[config.mk]
export PLATFORM = sky130hd
export DESIGN_NAME = bcd_operand_entry_flat
export DESIGN_NICKNAME = d
export VERILOG_FILES = /design/src/rtl/bcd_operand_entry_if.sv /design/src/rtl/bcd_operand_entry.sv /design/src/flat_wrapper.sv
export SDC_FILE = /design/constraint.sdc
export NUM_CORES = 1
export LEC_CHECK = 0
export ABC_AREA = 1
export BUFFER_PORTS_ARGS = -buffer_cell sky130_fd_sc_hd__buf_2
export CAP_MARGIN = 20
export CORE_MARGIN = 2
export CORE_UTILIZATION = 60
export CTS_CLUSTER_DIAMETER = 30
export DETAILED_ROUTE_END_ITERATION = 6
export PLACE_DENSITY = 0.75
export SLEW_MARGIN = 25
export SYNTH_ARGS = -nofsm -noshare
export SYNTH_HDL_FRONTEND = slang
export SYNTH_SLANG_ARGS = --single-unit
[constraint.sdc]
create_clock -name CLOCK_50 -period 3 [get_ports CLOCK_50]
set_input_delay 0.3 -clock CLOCK_50 [delete_from_list [all_inputs] [get_ports CLOCK_50]]
set_output_delay 0.3 -clock CLOCK_50 [all_outputs]
set_load 0.01 [all_outputs]
[src/rtl/bcd_operand_entry_if.sv]
// Button inputs and operand outputs of the BCD operand entry stage.
// The DUT uses the slave view; the board or bench drives through the master view.
interface bcd_operand_entry_if;
    logic       KEY_INC;
    logic       KEY_NEXT;
    logic       KEY_ENTER;
    logic [7:0] LEFT_BCD;
    logic [7:0] RIGHT_BCD;
    logic       OPERANDS_VALID;
    logic       EDIT_RIGHT;
    logic       CURSOR;
    logic [1:0] LEDG_STATE;

    modport master (
        output KEY_INC, KEY_NEXT, KEY_ENTER,
        input  LEFT_BCD, RIGHT_BCD, OPERANDS_VALID, EDIT_RIGHT, CURSOR, LEDG_STATE
    );

    modport slave (
        input  KEY_INC, KEY_NEXT, KEY_ENTER,
        output LEFT_BCD, RIGHT_BCD, OPERANDS_VALID, EDIT_RIGHT, CURSOR, LEDG_STATE
    );
endinterface

[src/rtl/bcd_operand_entry.sv]
// Builds two 2-digit BCD operands from three debounced push buttons and
// presents them, with a valid flag, to the adder and the operand displays.
module bcd_operand_entry #(
    parameter int unsigned DEBOUNCE_CYCLES = 50000,
    parameter int unsigned CNT_W           = 16
) (
    input logic                CLOCK_50,
    input logic                RESET_N,
    bcd_operand_entry_if.slave bus
);
    localparam int unsigned NKEY    = 3;
    localparam int unsigned K_INC   = 0;
    localparam int unsigned K_NEXT  = 1;
    localparam int unsigned K_ENTER = 2;
    localparam logic [CNT_W-1:0] CNT_LAST = CNT_W'(DEBOUNCE_CYCLES - 1);

    typedef enum logic [1:0] {
        ST_LEFT  = 2'b00,
        ST_RIGHT = 2'b01,
        ST_HOLD  = 2'b10,
        ST_BAD   = 2'b11
    } state_e;

    logic [NKEY-1:0] raw_c;
    logic [NKEY-1:0] press_c;
    logic [1:0]      flush_q;

    assign raw_c = {bus.KEY_ENTER, bus.KEY_NEXT, bus.KEY_INC};

    // Synchronizer pipe is meaningful only once it has refilled after reset.
    always_ff @(posedge CLOCK_50 or negedge RESET_N) begin
        if (!RESET_N) flush_q <= 2'b00;
        else          flush_q <= {flush_q[0], 1'b1};
    end

    for (genvar k = 0; k < int'(NKEY); k++) begin : g_key
        logic             sync1_q, sync2_q;
        logic             deb_q, deb_d;
        logic             armed_q, armed_d;
        logic             press_q, press_d;
        logic [CNT_W-1:0] cnt_q, cnt_d;

        // A key held across reset stays disarmed until it is seen released,
        // so its eventual debounced press is swallowed.
        always_comb begin
            deb_d   = deb_q;
            armed_d = armed_q;
            press_d = 1'b0;
            cnt_d   = '0;
            if (flush_q[1] && sync2_q) armed_d = 1'b1;
            if (sync2_q != deb_q) begin
                if (cnt_q == CNT_LAST) begin
                    deb_d   = sync2_q;
                    press_d = armed_q & ~sync2_q;
                end else begin
                    cnt_d = cnt_q + CNT_W'(1);
                end
            end
        end

        always_ff @(posedge CLOCK_50 or negedge RESET_N) begin
            if (!RESET_N) begin
                sync1_q <= 1'b1;
                sync2_q <= 1'b1;
                deb_q   <= 1'b1;
                armed_q <= 1'b0;
                press_q <= 1'b0;
                cnt_q   <= '0;
            end else begin
                sync1_q <= raw_c[k];
                sync2_q <= sync1_q;
                deb_q   <= deb_d;
                armed_q <= armed_d;
                press_q <= press_d;
                cnt_q   <= cnt_d;
            end
        end

        assign press_c[k] = press_q;
    end

    function automatic logic [3:0] bump_digit(input logic [3:0] d);
        return (d >= 4'd9) ? 4'd0 : d + 4'd1;
    endfunction

    function automatic logic [7:0] bump_operand(input logic [7:0] v, input logic ones);
        return ones ? {v[7:4], bump_digit(v[3:0])} : {bump_digit(v[7:4]), v[3:0]};
    endfunction

    state_e     st_q, st_d;
    logic [7:0] left_q, left_d;
    logic [7:0] right_q, right_d;
    logic       valid_q, valid_d;
    logic       edit_q, edit_d;
    logic       cur_q, cur_d;

    // Operand FSM; ENTER outranks NEXT, which outranks INC.
    always_comb begin
        st_d    = st_q;
        left_d  = left_q;
        right_d = right_q;
        valid_d = valid_q;
        edit_d  = edit_q;
        cur_d   = cur_q;
        case (st_q)
            ST_LEFT: begin
                if (press_c[K_ENTER]) begin
                    st_d   = ST_RIGHT;
                    cur_d  = 1'b0;
                    edit_d = 1'b1;
                end else if (press_c[K_NEXT]) begin
                    cur_d = ~cur_q;
                end else if (press_c[K_INC]) begin
                    left_d = bump_operand(left_q, cur_q);
                end
            end
            ST_RIGHT: begin
                if (press_c[K_ENTER]) begin
                    st_d    = ST_HOLD;
                    valid_d = 1'b1;
                    cur_d   = 1'b0;
                end else if (press_c[K_NEXT]) begin
                    cur_d = ~cur_q;
                end else if (press_c[K_INC]) begin
                    right_d = bump_operand(right_q, cur_q);
                end
            end
            ST_HOLD: begin
                if (press_c[K_ENTER]) begin
                    st_d    = ST_LEFT;
                    left_d  = 8'h00;
                    right_d = 8'h00;
                    valid_d = 1'b0;
                    edit_d  = 1'b0;
                    cur_d   = 1'b0;
                end
            end
            default: begin
                st_d    = ST_LEFT;
                left_d  = 8'h00;
                right_d = 8'h00;
                valid_d = 1'b0;
                edit_d  = 1'b0;
                cur_d   = 1'b0;
            end
        endcase
    end

    always_ff @(posedge CLOCK_50 or negedge RESET_N) begin
        if (!RESET_N) begin
            st_q    <= ST_LEFT;
            left_q  <= 8'h00;
            right_q <= 8'h00;
            valid_q <= 1'b0;
            edit_q  <= 1'b0;
            cur_q   <= 1'b0;
        end else begin
            st_q    <= st_d;
            left_q  <= left_d;
            right_q <= right_d;
            valid_q <= valid_d;
            edit_q  <= edit_d;
            cur_q   <= cur_d;
        end
    end

    assign bus.LEFT_BCD       = left_q;
    assign bus.RIGHT_BCD      = right_q;
    assign bus.OPERANDS_VALID = valid_q;
    assign bus.EDIT_RIGHT     = edit_q;
    assign bus.CURSOR         = cur_q;
    assign bus.LEDG_STATE     = st_q;
endmodule

[src/flat_wrapper.sv]
// flat-port wrapper written by rule: the top's interface ports become plain ports
module bcd_operand_entry_flat 
#(
    parameter int unsigned DEBOUNCE_CYCLES = 50000,
    parameter int unsigned CNT_W           = 16
)
  (CLOCK_50, RESET_N, bus_KEY_INC, bus_KEY_NEXT, bus_KEY_ENTER, bus_LEFT_BCD, bus_RIGHT_BCD, bus_OPERANDS_VALID, bus_EDIT_RIGHT, bus_CURSOR, bus_LEDG_STATE);
  bcd_operand_entry_if bus_i ();
  input logic CLOCK_50;
  input logic RESET_N;
  input wire logic [$bits(bus_i.KEY_INC)-1:0] bus_KEY_INC;
  input wire logic [$bits(bus_i.KEY_NEXT)-1:0] bus_KEY_NEXT;
  input wire logic [$bits(bus_i.KEY_ENTER)-1:0] bus_KEY_ENTER;
  output wire logic [$bits(bus_i.LEFT_BCD)-1:0] bus_LEFT_BCD;
  output wire logic [$bits(bus_i.RIGHT_BCD)-1:0] bus_RIGHT_BCD;
  output wire logic [$bits(bus_i.OPERANDS_VALID)-1:0] bus_OPERANDS_VALID;
  output wire logic [$bits(bus_i.EDIT_RIGHT)-1:0] bus_EDIT_RIGHT;
  output wire logic [$bits(bus_i.CURSOR)-1:0] bus_CURSOR;
  output wire logic [$bits(bus_i.LEDG_STATE)-1:0] bus_LEDG_STATE;
  assign bus_i.KEY_INC = bus_KEY_INC;
  assign bus_i.KEY_NEXT = bus_KEY_NEXT;
  assign bus_i.KEY_ENTER = bus_KEY_ENTER;
  assign bus_LEFT_BCD = bus_i.LEFT_BCD;
  assign bus_RIGHT_BCD = bus_i.RIGHT_BCD;
  assign bus_OPERANDS_VALID = bus_i.OPERANDS_VALID;
  assign bus_EDIT_RIGHT = bus_i.EDIT_RIGHT;
  assign bus_CURSOR = bus_i.CURSOR;
  assign bus_LEDG_STATE = bus_i.LEDG_STATE;
  bcd_operand_entry #(.DEBOUNCE_CYCLES(DEBOUNCE_CYCLES), .CNT_W(CNT_W)) u_core (.CLOCK_50(CLOCK_50), .RESET_N(RESET_N), .bus(bus_i));
endmodule
==> flow_summary.html, run 1 <==
<table>
<tr><th>Metric</th><th>Value</th></tr>
<tr><th colspan="2">Clock network</th></tr>
<tr><td>Setup fix buffers added after clock tree synthesis</td><td>0</td></tr>
<tr><td>Cts-stage hold buffer count</td><td>0</td></tr>
<tr><td>Root buffer cell</td><td>clkbuf_8</td></tr>
<tr><td>Clock transition at path regs</td><td>90 ps</td></tr>
<tr><td>Number of buffers on the longest clock path</td><td>2</td></tr>
<tr><td>Clk_lat worst skew</td><td>360 ps</td></tr>
<tr><td>Count of instances resized after the clock tree is built</td><td>0</td></tr>
<tr><td>CTS buffer count</td><td>9</td></tr>
<tr><td>Clock tree from TritonCTS</td><td>done</td></tr>
<tr><td>Level count of the clock H-tree</td><td>3</td></tr>
<tr><td>Num Clock Sinks</td><td>86</td></tr>
<tr><th colspan="2">Setup path</th></tr>
<tr><td>Endpoint required time on the critical path</td><td>3250 ps</td></tr>
<tr><td>Critical path type</td><td>reg -&gt; reg</td></tr>
<tr><td>Worst setup EP type</td><td>register</td></tr>
<tr><td>Reg-to-reg setup timing slack</td><td>1430 ps</td></tr>
<tr><td>Largest fanout of any net on the critical path</td><td>8</td></tr>
<tr><td>R2r startpoint</td><td>u_core.g_key[2].deb_q$_DFFE_PN1P_</td></tr>
<tr><td>Worst R2R Path Depth</td><td>4</td></tr>
<tr><td>Endpoint of the lowest-slack register-to-register path</td><td>u_core.g_key[2].cnt_q[14]$_DFF_PN0_</td></tr>
<tr><td>Signal arrival time at the worst endpoint</td><td>1820 ps</td></tr>
<tr><td>Sort of element at the start of the critical path</td><td>register</td></tr>
<tr><th colspan="2">Pwr</th></tr>
<tr><td>Cell leakage power</td><td>2.47 nW</td></tr>
<tr><td>Internal power summed over all cells</td><td>1.77 mW</td></tr>
<tr><td>Register share of total power</td><td>53.3%</td></tr>
<tr><td>Final Power</td><td>2.23 mW</td></tr>
<tr><td>Proportion of power drawn by combinational gates</td><td>2.7%</td></tr>
<tr><td>Net switching component of the power</td><td>463 uW</td></tr>
<tr><td>Switching portion of total power</td><td>20.7%</td></tr>
<tr><td>Largest voltage drop on the vdd net</td><td>0.257 mV</td></tr>
<tr><td>Clk network pwr share</td><td>44.0%</td></tr>
<tr><td>Pwr Density</td><td>440 mW/mm2</td></tr>
<tr><th colspan="2">Drt</th></tr>
<tr><td>Detail-routed net length per standard cell</td><td>12.0 um</td></tr>
<tr><td>Number of DRC markers in iteration 0</td><td>195</td></tr>
<tr><td>Total length of routed wires</td><td>8.80 mm</td></tr>
<tr><td>DR pass1 iterations</td><td>4</td></tr>
<tr><td>DRC violation count after routing</td><td>0</td></tr>
<tr><td>Via density per instance</td><td>5.16</td></tr>
<tr><td>Antenna violation net count after detailed routing</td><td>0</td></tr>
<tr><td>Vias</td><td>3778</td></tr>
<tr><th colspan="2">Global routing</th></tr>
<tr><td>Wire length of the first global-routing pass</td><td>16.2 mm</td></tr>
<tr><td>Number of antenna violations at the first check in global routing</td><td>0</td></tr>
<tr><td>Via count of the first global-routing pass</td><td>3729</td></tr>
<tr><td>Total global routing overflow</td><td>0</td></tr>
<tr><td>Total global routing track utilization</td><td>24.0%</td></tr>
<tr><td>Maximum number of pins on one net before global-route repair</td><td>87</td></tr>
<tr><th colspan="2">Placed design</th></tr>
<tr><td>Post-Place Setup Slack</td><td>1420 ps</td></tr>
<tr><td>Final weighted congestion of routability-driven global placement</td><td>0.897</td></tr>
<tr><td># port buffers</td><td>25</td></tr>
<tr><td>HPWL reported at the end of detailed placement</td><td>6.37 mm</td></tr>
<tr><th colspan="2">Synthesis</th></tr>
<tr><td>Synth cell types</td><td>26</td></tr>
<tr><td>Simple logic cell fraction of the synthesized area</td><td>33.3%</td></tr>
<tr><td>Post-synthesis average cell area</td><td>7.73 um2</td></tr>
<tr><td>Share of the yosys chip area belonging to registers</td><td>47.3%</td></tr>
<tr><td>Number of flip-flops and latches in the synthesized netlist</td><td>86</td></tr>
<tr><td>Share of the synthesized area in the top cell type</td><td>42.1%</td></tr>
<tr><td>Main combinational cell family by area after synthesis</td><td>simple AND/OR/NAND/NOR gates</td></tr>
<tr><td>Compound-cell area share of the yosys netlist</td><td>4.24%</td></tr>
<tr><td>Count of warnings emitted by yosys</td><td>0</td></tr>
<tr><td>Area leader, netlist</td><td>dfrtp_1</td></tr>
<tr><td>Xor and xnor area share after synthesis</td><td>4.40%</td></tr>
<tr><td>Synthesized cell area</td><td>0.00457 mm2</td></tr>
<tr><td>Share of synthesized cell area in full adder, half adder and majority cells</td><td>4.10%</td></tr>
<tr><td>Syn nets</td><td>612</td></tr>
<tr><td>Gate count after technology mapping</td><td>592</td></tr>
<tr><td>Share of cell area taken by muxes after synthesis</td><td>0%</td></tr>
<tr><td>Leading cell types by total area after synthesis</td><td>dfrtp_1 (42%), nand2_1 (11%), nor2_1 (10%), inv_1 (6.5%), nand3_1 (5.8%)</td></tr>
<tr><th colspan="2">Timing</th></tr>
<tr><td>Worst setup slack after layout</td><td>1430 ps</td></tr>
<tr><td>Fmax</td><td>638 MHz</td></tr>
<tr><td>RSZ-0062 raised after global routing</td><td>no</td></tr>
<tr><td>Number of hold violations in the final report</td><td>28</td></tr>
<tr><td>Final Critical Period</td><td>1570 ps</td></tr>
<tr><td>Actual transition at the worst max-transition pin</td><td>746 ps</td></tr>
<tr><td>Final cycle utilization of the critical path</td><td>52.3%</td></tr>
<tr><td>Max-slew headroom</td><td>50.2%</td></tr>
<tr><td>Final setup vio count</td><td>0</td></tr>
<tr><td>Post-route clock skew</td><td>11.5 ps</td></tr>
<tr><td>Worst slack on hold paths</td><td>-27.6 ps</td></tr>
<tr><td>Post-Route Setup TNS</td><td>0 ps</td></tr>
<tr><td>Max Transition Viols Final</td><td>0</td></tr>
<tr><th colspan="2">Final layout</th></tr>
<tr><td>Most common cell after layout, fill and taps aside</td><td>nand2_1</td></tr>
<tr><td>Fill cell instance count of the final layout</td><td>587</td></tr>
<tr><td>Final core utilization</td><td>69.2%</td></tr>
<tr><td>Share of final-layout standard cells stronger than drive strength 1</td><td>9.79%</td></tr>
<tr><td>Leading cell types in the layout, fill and taps excluded</td><td>nand2_1 (131), nor2_1 (127), inv_1 (79), dfrtp_1 (77), nand3_1 (53)</td></tr>
<tr><td>Area growth from synthesis to layout</td><td>10.8%</td></tr>
<tr><td>Antenna diodes</td><td>0</td></tr>
<tr><td>Total Nets Final</td><td>648</td></tr>
<tr><th colspan="2">Floorplan</th></tr>
<tr><td>Die Y</td><td>91.3 um</td></tr>
<tr><td>I/O Pins</td><td>26</td></tr>
<tr><td>Core area</td><td>0.00733 mm2</td></tr>
<tr><td>Die Area</td><td>0.00834 mm2</td></tr>
<tr><td>Overall die width</td><td>91.3 um</td></tr>
<tr><td>Starting density of the core</td><td>62.4%</td></tr>
<tr><td># rows</td><td>31</td></tr>
<tr><th colspan="2">Min path</th></tr>
<tr><td>Worst hold-check path type</td><td>in -&gt; async</td></tr>
<tr><th colspan="2">Status</th></tr>
<tr><td>Failing checks</td><td>negative hold slack</td></tr>
<tr><td>Outcome</td><td>finished with violations</td></tr>
<tr><th colspan="2">Job</th></tr>
<tr><td>Max_cap viols</td><td>0</td></tr>
</table>
[registers in the layout, summed over array words and instances, names as in the netlist]
register                   cells
u_core.g_key.cnt_q            48
u_core.bus.LEFT_BCD            8
u_core.bus.RIGHT_BCD           8
u_core.g_key.armed_q           3
u_core.g_key.deb_q             3
u_core.g_key.press_q           3
u_core.g_key.sync1_q           3
u_core.g_key.sync2_q           3
u_core.bus.LEDG_STATE          2
u_core.flush_q                 2
u_core.bus.CURSOR              1
u_core.bus.EDIT_RIGHT          1
u_core.bus.OPERANDS_VALID      1
[worst max-delay path, cell delays in order, from the launching register on]
cell     delay [ps]
dfstp_2         380
xnor2_1         570
inv_1           220
nand2_1         220
a21oi_1          70
[final cells by class]
type	count	area [um2]	share of cell area [%]
clock buffers	12	145	2.86
clock inverters	4	95.1	1.88
inverters	80	300	5.92
multi-input cells	426	2110	41.6
flip-flops and latches	86	2160	42.7
well taps	99	124	2.44
repair buffers	25	131	2.59
[layer usage]
| layer | GRT usage [%] | vias up | part of all wire, % |
|---|---|---|---|
| met5 | 0 | - | 0 |
| met1 | 30.9 | 1752 | 46 |
| met4 | 9.97 | 0 | 2.3 |
| li1 | - | 1927 | - |
| met2 | 40.2 | 81 | 47 |
| met3 | 4.23 | 18 | 4.4 |
[how the worst max path moves through the flow]
stage / start / end / slack [ps]
detailed placement: u_core.g_key[2].deb_q$_DFFE_PN1P_ / u_core.g_key[2].cnt_q[3]$_DFF_PN0_ / 1420
floorplan: u_core.bus.LEFT_BCD[4]$_DFFE_PN0P_ / u_core.bus.LEFT_BCD[6]$_DFFE_PN0P_ / 1690
CTS: u_core.g_key[2].deb_q$_DFFE_PN1P_ / u_core.g_key[2].cnt_q[4]$_DFF_PN0_ / 1430
global route: u_core.g_key[1].deb_q$_DFFE_PN1P_ / u_core.g_key[1].cnt_q[0]$_DFF_PN0_ / 1270
finish: u_core.g_key[2].deb_q$_DFFE_PN1P_ / u_core.g_key[2].cnt_q[14]$_DFF_PN0_ / 1430
global placement: u_core.g_key[2].deb_q$_DFFE_PN1P_ / u_core.g_key[2].cnt_q[14]$_DFF_PN0_ / 1460
[stage by stage]
step / instances / instance area (um2)
finish: 732 / 5070
global route: 732 / 5070
CTS: 732 / 5070
detailed placement: 716 / 4830
global placement: 716 / 4830
floorplan: 592 / 4570
[cells by family (layout without fill, tap and decap cells)]
kind of cell | Yosys count | after routing
buf+inv | 80 | 121
compound gates | 34 | 34
xor+xnor | 23 | 23
simple gates | 353 | 353
other cells | 1 | 1
flops | 86 | 86
fa+ha+maj | 15 | 15
[cells in the mapped netlist, drive strengths merged]
cell type	instances
nand2	134
nor2	134
inv	80
dfrtp	77
nand3	53
o21ai	18
xor2	18
ha	15
nor3	15
nand4	12
dfstp	9
a21oi	8
xnor2	5
o21bai	4
a21o	3
nand3b	3
nor3b	2
conb	1
o31ai	1
[power groups by stage]
stage | Combinational, mW | Sequential [mW] | Clock [mW]
global placement | 0.0600 | 1.21 | 0
detailed placement | 0.0619 | 1.21 | 0
global route | 0.0720 | 1.19 | 1.05
finish | 0.0600 | 1.19 | 0.981
floorplan | 0.0292 | 1.21 | 0
CTS | 0.0620 | 1.19 | 0.999
(Power assumes the default switching activity.)
==> run 2, diff against run 1 <==
--- a/config.mk
+++ b/config.mk
@@ -5,7 +5,7 @@
 export SDC_FILE = /design/constraint.sdc
 export NUM_CORES = 1
 export LEC_CHECK = 0
-export ABC_AREA = 1
+export ABC_AREA = 0
 export BUFFER_PORTS_ARGS = -buffer_cell sky130_fd_sc_hd__buf_2
 export CAP_MARGIN = 20
 export CORE_MARGIN = 2
==> constraint.sdc (replaced) <==
create_clock -name CLOCK_50 -period 1.62 [get_ports CLOCK_50]
set_input_delay 0.162 -clock CLOCK_50 [delete_from_list [all_inputs] [get_ports CLOCK_50]]
set_output_delay 0.162 -clock CLOCK_50 [all_outputs]
set_load 0.01 [all_outputs]
==> run 2 against run 1 <==
  * The flow finishes with violations (negative setup slack)
  * Worst hold slack gained 290 ps
  * Routed wire length grew 1.0%
  * Global-route usage grew 0.14 points
  * Final area grew 3.3%
  * First-iteration DRC count shrank 14%
  * Clock skew is 0.57 ps higher
  * Critical path depth grew 1
  * Via count fell by 15%
  * Critical endpoint is now u_core.bus.RIGHT_BCD[6]$_DFFE_PN0P_
  * Largest power group unchanged
  * Highest routed layer unchanged
==> flow_summary.html, run 2 <==
<table>
<tr><th>Metric</th><th>Value</th></tr>
<tr><th colspan="2">Status</th></tr>
<tr><td>Outcome</td><td>finished with violations</td></tr>
<tr><td>Failing checks</td><td>negative setup slack</td></tr>
<tr><th colspan="2">Global routing</th></tr>
<tr><td>Maximum number of pins on one net before global-route repair</td><td>29</td></tr>
<tr><td>Wire length of the first global-routing pass</td><td>14.3 mm</td></tr>
<tr><td>Number of antenna violations at the first check in global routing</td><td>0</td></tr>
<tr><td>Via count of the first global-routing pass</td><td>3178</td></tr>
<tr><td>Total global routing track utilization</td><td>24.1%</td></tr>
<tr><td>Total global routing overflow</td><td>0</td></tr>
<tr><th colspan="2">Drt</th></tr>
<tr><td>DRC violation count after routing</td><td>0</td></tr>
<tr><td>Detail-routed net length per standard cell</td><td>15.4 um</td></tr>
<tr><td>Number of DRC markers in iteration 0</td><td>168</td></tr>
<tr><td>Vias</td><td>3227</td></tr>
<tr><td>Antenna violation net count after detailed routing</td><td>0</td></tr>
<tr><td>DR pass1 iterations</td><td>4</td></tr>
<tr><td>Via density per instance</td><td>5.58</td></tr>
<tr><td>Total length of routed wires</td><td>8.88 mm</td></tr>
<tr><th colspan="2">Synthesis</th></tr>
<tr><td>Number of flip-flops and latches in the synthesized netlist</td><td>86</td></tr>
<tr><td>Post-synthesis average cell area</td><td>10.3 um2</td></tr>
<tr><td>Compound-cell area share of the yosys netlist</td><td>7.11%</td></tr>
<tr><td>Gate count after technology mapping</td><td>400</td></tr>
<tr><td>Post-synth EDFFs</td><td>0</td></tr>
<tr><td>Xor and xnor area share after synthesis</td><td>9.31%</td></tr>
<tr><td>Share of the synthesized area in the top cell type</td><td>46.6%</td></tr>
<tr><td>Share of the yosys chip area belonging to registers</td><td>52.3%</td></tr>
<tr><td>Syn nets</td><td>420</td></tr>
<tr><td>Simple logic cell fraction of the synthesized area</td><td>22.4%</td></tr>
<tr><td>Leading cell types by total area after synthesis</td><td>dfrtp_1 (47%), xnor2_1 (6.6%), dfstp_2 (5.7%), nor2_1 (5.0%), ha_1 (4.5%)</td></tr>
<tr><td>Top cells by count, synth</td><td>dfrtp_1 (77), nor2_1 (55), xnor2_1 (31)</td></tr>
<tr><td>Area leader, netlist</td><td>dfrtp_1</td></tr>
<tr><td>Synth cell types</td><td>48</td></tr>
<tr><td>Post-synth top flop</td><td>dfrtp_1</td></tr>
<tr><td>Cell with the most instances after synthesis</td><td>dfrtp_1</td></tr>
<tr><td>Main combinational cell family by area after synthesis</td><td>simple AND/OR/NAND/NOR gates</td></tr>
<tr><td>Synthesized cell area</td><td>0.00414 mm2</td></tr>
<tr><td>Count of warnings emitted by yosys</td><td>0</td></tr>
<tr><td>Share of async-settable or async-resettable flops after synthesis</td><td>100%</td></tr>
<tr><td>Share of cell area taken by muxes after synthesis</td><td>1.30%</td></tr>
<tr><td>Share of synthesized cell area in full adder, half adder and majority cells</td><td>4.54%</td></tr>
<tr><th colspan="2">Pwr</th></tr>
<tr><td>Pwr Density</td><td>770 mW/mm2</td></tr>
<tr><td>Largest voltage drop on the vdd net</td><td>0.550 mV</td></tr>
<tr><td>Cell leakage power</td><td>2.27 nW</td></tr>
<tr><th colspan="2">Clock network</th></tr>
<tr><td>Clk_lat worst skew</td><td>360 ps</td></tr>
<tr><td>Clock transition at path regs</td><td>90 ps</td></tr>
<tr><td>CTS buffer count</td><td>9</td></tr>
<tr><td>Level count of the clock H-tree</td><td>3</td></tr>
<tr><td>Clock tree from TritonCTS</td><td>done</td></tr>
<tr><td>Num Clock Sinks</td><td>86</td></tr>
<tr><td>Root buffer cell</td><td>clkbuf_8</td></tr>
<tr><td>Number of buffers on the longest clock path</td><td>2</td></tr>
<tr><th colspan="2">Setup path</th></tr>
<tr><td>Standard cell with the maximum stage delay on the critical path</td><td>dfrtp_2</td></tr>
<tr><td>Endpoint required time on the critical path</td><td>1870 ps</td></tr>
<tr><td>Signal arrival time at the worst endpoint</td><td>2070 ps</td></tr>
<tr><td>Worst setup EP type</td><td>register</td></tr>
<tr><td>Endpoint of the lowest-slack register-to-register path</td><td>u_core.bus.RIGHT_BCD[6]$_DFFE_PN0P_</td></tr>
<tr><td>Reg-to-reg setup timing slack</td><td>-190 ps</td></tr>
<tr><td>Largest fanout of any net on the critical path</td><td>3</td></tr>
<tr><td>Max incr delay on CP</td><td>430 ps</td></tr>
<tr><td>Critical path buffers and inverters</td><td>0</td></tr>
<tr><td>R2r startpoint</td><td>u_core.bus.RIGHT_BCD[4]$_DFFE_PN0P_</td></tr>
<tr><td>List of cells traversed by the critical path</td><td>ha_2 &gt; or3b_4 &gt; a2111oi_4 &gt; nand2b_1 &gt; o311ai_1</td></tr>
<tr><td>Worst R2R Path Depth</td><td>5</td></tr>
<tr><td>Cell count along the critical path</td><td>5</td></tr>
<tr><td>Critical path type</td><td>reg -&gt; reg</td></tr>
<tr><td>Sort of element at the start of the critical path</td><td>register</td></tr>
<tr><td>Top delay family on crit path</td><td>compound AO/OA/AOI/OAI gates</td></tr>
<tr><th colspan="2">Final layout</th></tr>
<tr><td>Antenna diodes</td><td>0</td></tr>
<tr><td>Share of final-layout standard cells stronger than drive strength 1</td><td>31.3%</td></tr>
<tr><td>Area growth from synthesis to layout</td><td>26.5%</td></tr>
<tr><td>Register area</td><td>0.00217 mm2</td></tr>
<tr><td>Leading cell types in the layout, fill and taps excluded</td><td>dfrtp_1 (70), buf_4 (58), nor2_1 (55), xnor2_1 (31), nand2_1 (25)</td></tr>
<tr><td>Register with the highest flop count</td><td>u_core.g_key.cnt_q</td></tr>
<tr><td>Most common cell after layout, fill and taps aside</td><td>dfrtp_1</td></tr>
<tr><td>Number of flip-flops under the largest register name</td><td>48</td></tr>
<tr><td>Non-filler cells, final</td><td>578</td></tr>
<tr><td>Fill cell instance count of the final layout</td><td>419</td></tr>
<tr><td>Total Nets Final</td><td>513</td></tr>
<tr><td>Multi-input gate area</td><td>0.00198 mm2</td></tr>
<tr><th colspan="2">Timing</th></tr>
<tr><td>Worst slack on hold paths</td><td>266 ps</td></tr>
<tr><td>Max Transition Viols Final</td><td>0</td></tr>
<tr><td>Final setup vio count</td><td>5</td></tr>
<tr><td>Post-route clock skew</td><td>12.1 ps</td></tr>
<tr><td>Final Critical Period</td><td>1810 ps</td></tr>
<tr><td>RSZ-0062 raised after global routing</td><td>yes</td></tr>
<tr><td>Final cycle utilization of the critical path</td><td>112%</td></tr>
<tr><td>Worst setup slack after layout</td><td>-192 ps</td></tr>
<tr><td>Number of hold violations in the final report</td><td>0</td></tr>
<tr><td>Fmax</td><td>552 MHz</td></tr>
<tr><th colspan="2">Floorplan</th></tr>
<tr><td>Overall die width</td><td>87.0 um</td></tr>
<tr><td>Starting density of the core</td><td>61.6%</td></tr>
<tr><td>Die Y</td><td>87.0 um</td></tr>
<tr><td>I/O Pins</td><td>26</td></tr>
<tr><td># rows</td><td>30</td></tr>
<tr><td>Core area</td><td>0.00672 mm2</td></tr>
<tr><td>Die Area</td><td>0.00758 mm2</td></tr>
<tr><th colspan="2">Min path</th></tr>
<tr><td>Worst hold-check path type</td><td>in -&gt; async</td></tr>
<tr><th colspan="2">Placed design</th></tr>
<tr><td>Final weighted congestion of routability-driven global placement</td><td>0.827</td></tr>
<tr><td>Post-Place Setup Slack</td><td>-180 ps</td></tr>
<tr><td># port buffers</td><td>25</td></tr>
<tr><td>HPWL reported at the end of detailed placement</td><td>5.62 mm</td></tr>
<tr><td>Number of cells after detailed placement</td><td>544</td></tr>
<tr><th colspan="2">Job</th></tr>
<tr><td>Max_cap viols</td><td>0</td></tr>
</table>
-- run 2: cell types whose count changed in the layout (fill, tap and decap cells not counted), sizes merged, moves of 5 or more --
cell	delta
buf	+61
nor2	-79
nand3	-34
nand2b	+6
xnor2	+26
inv	-56
xor2	-5
and3	+7
nor4bb	+6
nor4	+8
nand2	-108
-- run 2: cell families (layout without fill, tap and decap cells) --
group                      after synthesis  count (layout)
adders and majority gates               15              15
and+or+nand+nor                        175             175
AOI/OAI and AO/OA                       42              42
xor gates and xnor gates                44              44
DFF                                     86              86
buffers and inverters                   32             130
muxes                                    5               5
other                                    1               1
-- run 2: where the power goes --
group          switching [mW]  internal (mW)
registers              0.0292           2.18
logic                  0.0846         0.0564
clock network           0.770          0.911
-- run 2: stage by stage --
step / cell area [um2] / TNS, ps / utilization, % / total power, mW
global route: 5240 / -904 / 77.9 / 4.16
detailed placement: 4740 / -468 / 70.6 / 2.38
finish: 5240 / -470 / 77.9 / 4.03
floorplan: 4160 / -357 / - / 2.28
CTS: 5090 / -443 / 75.7 / 4.05
global placement: 4740 / -130 / 70.6 / 2.37
-- run 2: repair_timing --
action | in CTS | in global routing
hold endpoints to repair | 21 | 0
setup endpoints to repair | 9 | 51
buffers inserted | 5 | 9
hold buffers | 4 | 0
pin swaps | 6 | 14
gates resized for setup | 10 | 25
-- run 2: worst max path at each step --
stage | from | end | slack (ps)
2_1_floorplan | u_core.bus.RIGHT_BCD[5]$_DFFE_PN0P_ | u_core.bus.RIGHT_BCD[6]$_DFFE_PN0P_ | -190
3_3_place_gp | u_core.bus.RIGHT_BCD[4]$_DFFE_PN0P_ | u_core.bus.RIGHT_BCD[6]$_DFFE_PN0P_ | -110
3_5_place_dp | u_core.bus.RIGHT_BCD[4]$_DFFE_PN0P_ | u_core.bus.RIGHT_BCD[6]$_DFFE_PN0P_ | -180
4_1_cts | u_core.bus.RIGHT_BCD[5]$_DFFE_PN0P_ | u_core.bus.RIGHT_BCD[6]$_DFFE_PN0P_ | -180
5_1_grt | u_core.bus.RIGHT_BCD[4]$_DFFE_PN0P_ | u_core.bus.RIGHT_BCD[6]$_DFFE_PN0P_ | -280
6_report | u_core.bus.RIGHT_BCD[4]$_DFFE_PN0P_ | u_core.bus.RIGHT_BCD[6]$_DFFE_PN0P_ | -190
-- run 2: area by class of cell --
type | count | share of cell area (%)
inverters | 24 | 1.72
clock inverters | 5 | 1.58
clock buffers | 11 | 2.70
multi-input cells | 282 | 37.9
well taps | 80 | 1.91
flip-flops and latches | 86 | 41.5
repair buffers | 90 | 12.7
-- run 2: metal layers --
layer | routed length (um) | track usage [%]
met1 | 3990 | 31.5
met2 | 4470 | 39.6
met3 | 236 | 3.70
met4 | 181 | 11.6
met5 | 0 | 0
